**src/rtl/csla_pipe_if.sv**
```systemverilog
// Operand/result handshake bundle for csla_pipe: producer side (in_*) and consumer side (out_*).
interface csla_pipe_if #(parameter int WIDTH = 64);
    logic             in_valid;
    logic             in_ready;
    logic [WIDTH-1:0] a;
    logic [WIDTH-1:0] b;
    logic             cin;
    logic             sub;
    logic             out_valid;
    logic             out_ready;
    logic [WIDTH-1:0] sum;
    logic             cout;
    logic             ovf;

    modport master (output in_valid, a, b, cin, sub, out_ready,
                    input  in_ready, out_valid, sum, cout, ovf);
    modport slave  (input  in_valid, a, b, cin, sub, out_ready,
                    output in_ready, out_valid, sum, cout, ovf);
endinterface

```
**src/rtl/csla_pipe.sv**
```systemverilog
// Elastic pipelined carry-select adder/subtractor; each stage resolves NB/STAGES blocks
// and forwards the still-unresolved upper operands plus the carry out of its last block.
module csla_pipe #(
    parameter int WIDTH  = 64,
    parameter int BLOCK  = 8,
    parameter int STAGES = 2
) (
    input  logic       clk,
    input  logic       rst,
    csla_pipe_if.slave bus
);
    localparam int NB  = WIDTH / BLOCK;
    localparam int BPS = NB / STAGES;
    localparam int SW  = BPS * BLOCK;

    logic [STAGES-1:0] vld_q, vld_d, free, adv, ld;

    // Ready ripples back from the consumer; a stage is free if empty or draining this cycle.
    always_comb begin
        logic f, pv;
        adv   = '0;
        free  = '0;
        ld    = '0;
        vld_d = vld_q;
        f     = bus.out_ready;
        for (int s = STAGES - 1; s >= 0; s--) begin
            adv[s]  = vld_q[s] & f;
            free[s] = ~vld_q[s] | adv[s];
            f       = free[s];
        end
        pv = bus.in_valid;
        for (int s = 0; s < STAGES; s++) begin
            ld[s]    = pv & free[s];
            vld_d[s] = ld[s] | (vld_q[s] & ~adv[s]);
            pv       = vld_q[s];
        end
    end

    always_ff @(posedge clk or posedge rst) begin
        if (rst) vld_q <= '0;
        else     vld_q <= vld_d;
    end

    assign bus.in_ready  = free[0];
    assign bus.out_valid = vld_q[STAGES-1];

    for (genvar s = 0; s < STAGES; s++) begin : g_stg
        localparam int LO = s * SW;
        localparam int OW = WIDTH - LO;

        logic [OW-1:0]    sa, sb;
        logic [WIDTH-1:0] ss, s_d, s_q;
        logic             sc, c_d, c_q;

        if (s == 0) begin : g_src
            assign sa = bus.a;
            assign sb = bus.sub ? ~bus.b : bus.b;
            assign sc = bus.sub ^ bus.cin;
            assign ss = '0;
        end else begin : g_src
            assign sa = g_stg[s-1].g_opq.a_q;
            assign sb = g_stg[s-1].g_opq.b_q;
            assign sc = g_stg[s-1].c_q;
            assign ss = g_stg[s-1].s_q;
        end

        always_comb begin
            logic             cy;
            logic [BLOCK:0]   r0, r1;
            s_d = ss;
            cy  = sc;
            r0  = '0;
            r1  = '0;
            for (int j = 0; j < BPS; j++) begin
                r0 = {1'b0, sa[j*BLOCK +: BLOCK]} + {1'b0, sb[j*BLOCK +: BLOCK]};
                r1 = {1'b0, sa[j*BLOCK +: BLOCK]} + {1'b0, sb[j*BLOCK +: BLOCK]}
                   + {{BLOCK{1'b0}}, 1'b1};
                s_d[LO + j*BLOCK +: BLOCK] = cy ? r1[BLOCK-1:0] : r0[BLOCK-1:0];
                cy = cy ? r1[BLOCK] : r0[BLOCK];
            end
            c_d = cy;
        end

        always_ff @(posedge clk or posedge rst) begin
            if (rst) begin
                s_q <= '0;
                c_q <= 1'b0;
            end else if (ld[s]) begin
                s_q <= s_d;
                c_q <= c_d;
            end
        end

        if (s < STAGES - 1) begin : g_opq
            logic [OW-SW-1:0] a_q, b_q;
            always_ff @(posedge clk or posedge rst) begin
                if (rst) begin
                    a_q <= '0;
                    b_q <= '0;
                end else if (ld[s]) begin
                    a_q <= sa[OW-1:SW];
                    b_q <= sb[OW-1:SW];
                end
            end
        end else begin : g_out
            logic ovf_q;
            // carry into the MSB recovered from sum^a^b at that bit, XOR carry out
            always_ff @(posedge clk or posedge rst) begin
                if (rst)        ovf_q <= 1'b0;
                else if (ld[s]) ovf_q <= s_d[WIDTH-1] ^ sa[OW-1] ^ sb[OW-1] ^ c_d;
            end
            assign bus.sum  = s_q;
            assign bus.cout = c_q;
            assign bus.ovf  = ovf_q;
        end
    end
endmodule
```
**src/flat_wrapper.sv**
```systemverilog
// flat-port wrapper written by rule: the top's interface ports become plain ports
module csla_pipe_flat 
#(
    parameter int WIDTH  = 64,
    parameter int BLOCK  = 8,
    parameter int STAGES = 2
)
  (clk, rst, bus_in_valid, bus_a, bus_b, bus_cin, bus_sub, bus_out_ready, bus_in_ready, bus_out_valid, bus_sum, bus_cout, bus_ovf);
  csla_pipe_if #(.WIDTH(WIDTH)) bus_i ();
  input  logic clk;
  input  logic rst;
  input wire logic [$bits(bus_i.in_valid)-1:0] bus_in_valid;
  input wire logic [$bits(bus_i.a)-1:0] bus_a;
  input wire logic [$bits(bus_i.b)-1:0] bus_b;
  input wire logic [$bits(bus_i.cin)-1:0] bus_cin;
  input wire logic [$bits(bus_i.sub)-1:0] bus_sub;
  input wire logic [$bits(bus_i.out_ready)-1:0] bus_out_ready;
  output wire logic [$bits(bus_i.in_ready)-1:0] bus_in_ready;
  output wire logic [$bits(bus_i.out_valid)-1:0] bus_out_valid;
  output wire logic [$bits(bus_i.sum)-1:0] bus_sum;
  output wire logic [$bits(bus_i.cout)-1:0] bus_cout;
  output wire logic [$bits(bus_i.ovf)-1:0] bus_ovf;
  assign bus_i.in_valid = bus_in_valid;
  assign bus_i.a = bus_a;
  assign bus_i.b = bus_b;
  assign bus_i.cin = bus_cin;
  assign bus_i.sub = bus_sub;
  assign bus_i.out_ready = bus_out_ready;
  assign bus_in_ready = bus_i.in_ready;
  assign bus_out_valid = bus_i.out_valid;
  assign bus_sum = bus_i.sum;
  assign bus_cout = bus_i.cout;
  assign bus_ovf = bus_i.ovf;
  csla_pipe #(.WIDTH(WIDTH), .BLOCK(BLOCK), .STAGES(STAGES)) u_core (.clk(clk), .rst(rst), .bus(bus_i));
endmodule
```
**config.mk**
```make
export PLATFORM = sky130hd
export DESIGN_NAME = csla_pipe_flat
export DESIGN_NICKNAME = d
export VERILOG_FILES = /design/src/rtl/csla_pipe_if.sv /design/src/rtl/csla_pipe.sv /design/src/flat_wrapper.sv
export SDC_FILE = /design/constraint.sdc
export NUM_CORES = 1
export LEC_CHECK = 0
export ABC_AREA = 1
export CORE_UTILIZATION = 49
export DETAILED_ROUTE_END_ITERATION = 12
export PLACE_DENSITY = 0.78
export SLEW_MARGIN = 20
export SYNTH_ARGS = -nofsm -noshare
export SYNTH_HDL_FRONTEND = slang
export SYNTH_SLANG_ARGS = --single-unit
```
**constraint.sdc**
```tcl
create_clock -name clk -period 5.18 [get_ports clk]
set_input_delay 0.518 -clock clk [delete_from_list [all_inputs] [get_ports clk]]
set_output_delay 0.518 -clock clk [all_outputs]
set_load 0.01 [all_outputs]
```
* After elaboration in Yosys (flattened, before gate mapping)
Index checks and enable logic that the tools add are counted.
** Storage, ports and cells
- Register bits after elaboration :: 165
- Word-level logic and storage cells :: 59
- Bits of input ports :: 134
** Cells by class
- Add/subtract/negate cells :: 16
- Mux-type cells :: 17
- Bitwise logic cells :: 18
** Operators by type and width (number)
- adder 8 x 8 -> 9 bit :: 8
- adder 9 x 1 -> 9 bit, second input constant :: 8
- 2-to-1 mux 64 bit :: 1
- 2-to-1 mux 8 bit :: 8
- NOT 64 bit :: 1
- 2-to-1 mux 1 bit :: 8
- AND 1 bit :: 5
- NOT 1 bit :: 4
- OR 1 bit :: 4
- bitwise XOR 1 bit :: 4

* Logic depth before layout (Yosys ltp)
- Word-level depth :: 9
- Gate-level depth with buffers :: 24
- Depth with buffers taken out :: 22

* Worst setup path before layout
No wires, ideal clock.
- Kind :: in2reg
- Start :: input bus_sub
- End :: register u_core.g_stg[0].s_q[19]
- Cell stages on the path :: 24
- Buffers on the path :: 3
- Library setup time :: 131 ps
- Arrival time :: 3851 ps
- Path slack :: 1199 ps
- Cells stage by stage :: clkbuf_1 -> buf_1 -> xor2_1 -> ha_1 -> inv_1 -> fa_1 -> inv_1 -> ha_1 -> inv_1 -> nor3_1 -> nand2_1 -> nor2_2 -> nand2_2 -> nor2_4 -> nand3_2 -> nand2_4 -> nand2_4 -> nand2_8 -> inv_4 -> buf_6 -> nand2_1 -> o21ai_1 -> nand2_1 -> o21ai_2
** On the way
- Longest elaborated chain between the ends :: 6
- Elaborated cells between the ends (all ways) :: 11
- Those cells by class :: add/sub: 6; mux: 4; bitwise: 1
** RTL lines
- from (decl) :: line flat_wrapper.sv:16 : input wire logic [$bits(bus_i.sub)-1:0] bus_sub;
- 2-to-1 mux 64 bit :: line csla_pipe.sv:57 : assign sb = bus.sub ? ~bus.b : bus.b;
- adder 8 x 8 -> 9 bit :: line csla_pipe.sv:75, csla_pipe.sv:76
- adder 9 x 1 -> 9 bit :: line csla_pipe.sv:77 : + {{BLOCK{1'b0}}, 1'b1};
- 2-to-1 mux 1 bit (2 in a row) :: line csla_pipe.sv:79 : cy = cy ? r1[BLOCK] : r0[BLOCK];
- 2-to-1 mux 8 bit * :: line csla_pipe.sv:78 : s_d[LO + j*BLOCK +: BLOCK] = cy ? r1[BLOCK-1:0] : r0[BLOCK-1:0];
- to (signal assigned) :: line csla_pipe.sv:86 : s_q <= '0;
- to (signal assigned) :: line csla_pipe.sv:89 : s_q <= s_d;
- to (decl) :: line csla_pipe.sv:52 : logic [WIDTH-1:0] ss, s_d, s_q;
Every way passes the cells marked *; elsewhere a longest branch is shown, timed or not.
A chain may end at the register's enable or synchronous reset.

* Final worst setup path
- Start :: input bus_b[0]
- End :: register u_core.g_stg[0].s_q[26]
** On the way
- Longest elaborated chain between the ends :: 8
** RTL lines
- from (decl) :: line flat_wrapper.sv:14 : input wire logic [$bits(bus_i.b)-1:0] bus_b;
- NOT 64 bit :: line csla_pipe.sv:57
- 2-to-1 mux 64 bit * :: line csla_pipe.sv:57
- adder 8 x 8 -> 9 bit * :: line csla_pipe.sv:75, csla_pipe.sv:76
- adder 9 x 1 -> 9 bit :: line csla_pipe.sv:77
- 2-to-1 mux 1 bit * (3 in a row) :: line csla_pipe.sv:79
- 2-to-1 mux 8 bit * :: line csla_pipe.sv:78
Marks and branches as above.

==> run summary <==
Critical Path, Cell by Cell: clkdlybuf4s50_1 -> xor2_1 -> ha_1 -> inv_1 -> fa_1 -> inv_1 -> ha_1 -> inv_1 -> nor3_1 -> nand2_1 -> nor2_2 -> nand2_2 -> nor2_4 -> a21o_4 -> nand2_4 -> nand2_4 -> nand3_4 -> nand2_8 -> nand2_1 -> nand2_1 -> nand2_1 -> nand2_1
Core Rows: 55
# DRC: 0
Worst Skew: 14.68 ps
Synth Register Bits: 165
gp weighted congestion: 0.8920
CORE AREA: 22,570 um^2
Initial DRC Count: 550
worst path arrival time: 3760 ps
sequential area share after synthesis: 36.78%
Fmax: 294.9 MHz
Final Max Tran Viols: 0
CTS Buf Count: 17
Root Buffer: clkbuf_16
Setup crit start kind: input pin
vias: 9,786
share of cells above drive strength 1: 5.364%
die height: 153.4 um
most frequent cells in the layout: 505 x nand2_1, 200 x clkdlybuf4s50_1, 165 x dfrtp_1, 156 x inv_1, 84 x o21ai_0
Pwr per Cell Area: 412.2 nW/um^2
synthesis-to-layout area growth: 25.81%
Ports: 202
cell taking the most area after synthesis: dfrtp_1
max-capacitance violation count: 0
I/O Buffers: 201
Mean Syn Cell Area: 7.576 um^2
Post-Syn Area: 11,230 um^2
grt ovf: 0
Clock transition at path regs: 70 ps
first-pass GRT wire length: 43,260 um
R2R cell count: 17
WL final: 25,370 um
syn nets: 1,696
GRT Util Overall: 22.58%
synth top area cells: dfrtp_1 37%, nand2_1 17%, ha_1 8.0%, xor2_1 5.4%, inv_1 5.3%
# setup viols final: 0
Max H-tree Level: 4
CTS sink count: 165
Slew HR: 43.47%
Post-CTS Setup Inserts: 0
pin count of the biggest net entering global routing: 85
synth unique cells: 45
CTS tree: done
number of global-route vias before repair: 9,387
filler cell count: 1,967
min Tclk post-route: 3390 ps
Hold Crit Depth: 2
insertion delay of the later-clocked pin in the worst-skew pair: 430 ps
CP max stage cell: clkdlybuf4s50_1
most numerous cell on the critical path: nand2_1
DP Wirelength: 19,010 um
Max Root-Sink Buffers: 2
Ant. Diodes: 0
Resized Gates After CTS: 0
EDFF count, synth: 0
outcome: finished clean
CP max stage delay: 480 ps
commonest non-fill, non-tap cell in the layout: nand2_1
crit path capture type: register
effective utilization at floorplan: 49.74%
Post-DRT Antenna Nets: 0
initial antenna violation count: 0
RSZ-0062 raised after global routing: no
peak supply drop: 222.6 uV
cell count after synthesis: 1,482
WL per Instance: 12.92 um
via/cell ratio: 4.985
Worst Setup Path Type: in2reg
Die ar.: 23,520 um^2
final hold violations: 0
period utilisation layout: 65.45%
Die X-Extent: 153.4 um
Worst EP required: 5550 ps
Tightest Hold Check Type: reg2reg
total power: 5.822 mW
Top FF cell, synth: dfrtp_1
Setup TNS: 0 ps
Crit Path Max Fanout: 10
post-synthesis async set-or-reset flop share: 100.0%
slew of the pin with the lowest slew margin: 848.0 ps
leak pwr: 7.031 nW
yosys warns: 0
Post-CTS Hold Buffers: 0
Yosys top cell area share: 36.78%
Layout Nets: 1,879
router iterations before antenna repair: 5
[power breakdown]
part           switching, mW  leakage [nW]  total (mW)  internal (mW)
Combinational           1.42          4.69        2.55           1.14
Clock                  0.550         0.314        1.37          0.824
Sequential             0.236          2.02        1.89           1.66
[flip-flops by register name, summed over array words and instances (netlist names)]
signal,count
u_core.bus.ovf,1
u_core.bus.cout,1
u_core.vld_q,2
u_core.bus.sum,64
u_core.g_stg.g_opq.b_q,32
u_core.g_stg.c_q,1
u_core.g_stg.s_q,32
u_core.g_stg.g_opq.a_q,32
[path summary, 6_finish.rpt]
| path | end | slack [ps] | start |
|---|---|---|---|
| max | u_core.g_stg[0].s_q[26] | 1790 | bus_b[0] |
| min | u_core.bus.sum[6] | 470 | u_core.g_stg[0].s_q[6] |
| max reg2reg | u_core.bus.sum[60] | 1940 | u_core.g_stg[0].g_opq.b_q[0] |
| min reg2reg | u_core.bus.sum[6] | 470 | u_core.g_stg[0].s_q[6] |
| max in group asynchronous | u_core.g_stg[0].g_opq.a_q[31] | 3500 | rst |
| min in group asynchronous | u_core.g_stg[0].g_opq.a_q[3] | 560 | rst |
[layout make-up]
type	count	area (um^2)	share of cell area (%)
Clock buffer	18	429.2	3.038
Clock inverter	14	212.7	1.506
Inverter	164	623.1	4.411
Multi-Input combinational cell	1109	6312	44.69
Sequential cell	165	4129	29.23
Tap cell	285	356.6	2.525
Timing Repair Buffer	208	2062	14.60
[kinds of logic after synthesis]
group,after synthesis,share of synthesized area [%]
AND/OR/NAND/NOR,725,27.66
adder cells (fa/ha/maj),80,9.451
buffers and inverters,208,7.088
XOR/XNOR,132,10.36
flip-flops,165,36.78
AO/OA/AOI/OAI,172,8.659
[per-layer routing]
layer	share of wire (%)	vias up	track usage, %
met4	1.4	0	7.381
met1	47	4459	29.36
li1	-	5076	-
met2	47	233	38.10
met5	0	-	0
met3	4.4	18	3.941
[stage by stage]
step	hold WS [ps]	utilization (%)	worst slack, ps	instance area (um^2)	cells
floorplan	442.2	-	200.3	11230	1482
global placement	448.9	59.73	1448	13480	1931
detailed placement	458.4	59.73	1318	13480	1931
CTS	475.7	62.58	1763	14120	1963
global route	493.9	62.58	1395	14120	1963
finish	474.4	62.58	1790	14120	1963
[cell usage after synthesis, types with 2 or more instances]
cell type / count
a21boi_0: 2
a21o_1: 2
a21oi_1: 40
a22o_1: 2
a31oi_1: 11
buf_1: 12
buf_2: 4
clkbuf_1: 27
dfrtp_1: 165
fa_1: 8
ha_1: 72
inv_1: 159
inv_2: 4
nand2_1: 507
nand2_2: 9
nand2_4: 4
nand2_8: 3
nand3_1: 75
nand3_2: 4
nand3b_1: 10
nand4_1: 26
nor2_1: 67
nor2_2: 3
nor2_4: 2
nor3_1: 8
o211ai_1: 4
o21ai_0: 84
o21ai_1: 9
o21ai_2: 8
o21bai_1: 3
o31ai_1: 2
or2_2: 4
xnor2_1: 62
xor2_1: 69
[critical path, delay by kind of cell]
kind | cells | cell delay [ps]
adders and majority gates | 3 | 800
buffers and inverters | 4 | 650
and+or+nand+nor | 13 | 1470
xor gates and xnor gates | 1 | 160
AOI/OAI and AO/OA | 1 | 140
No activity file was read; power rests on OpenSTA's default activity.
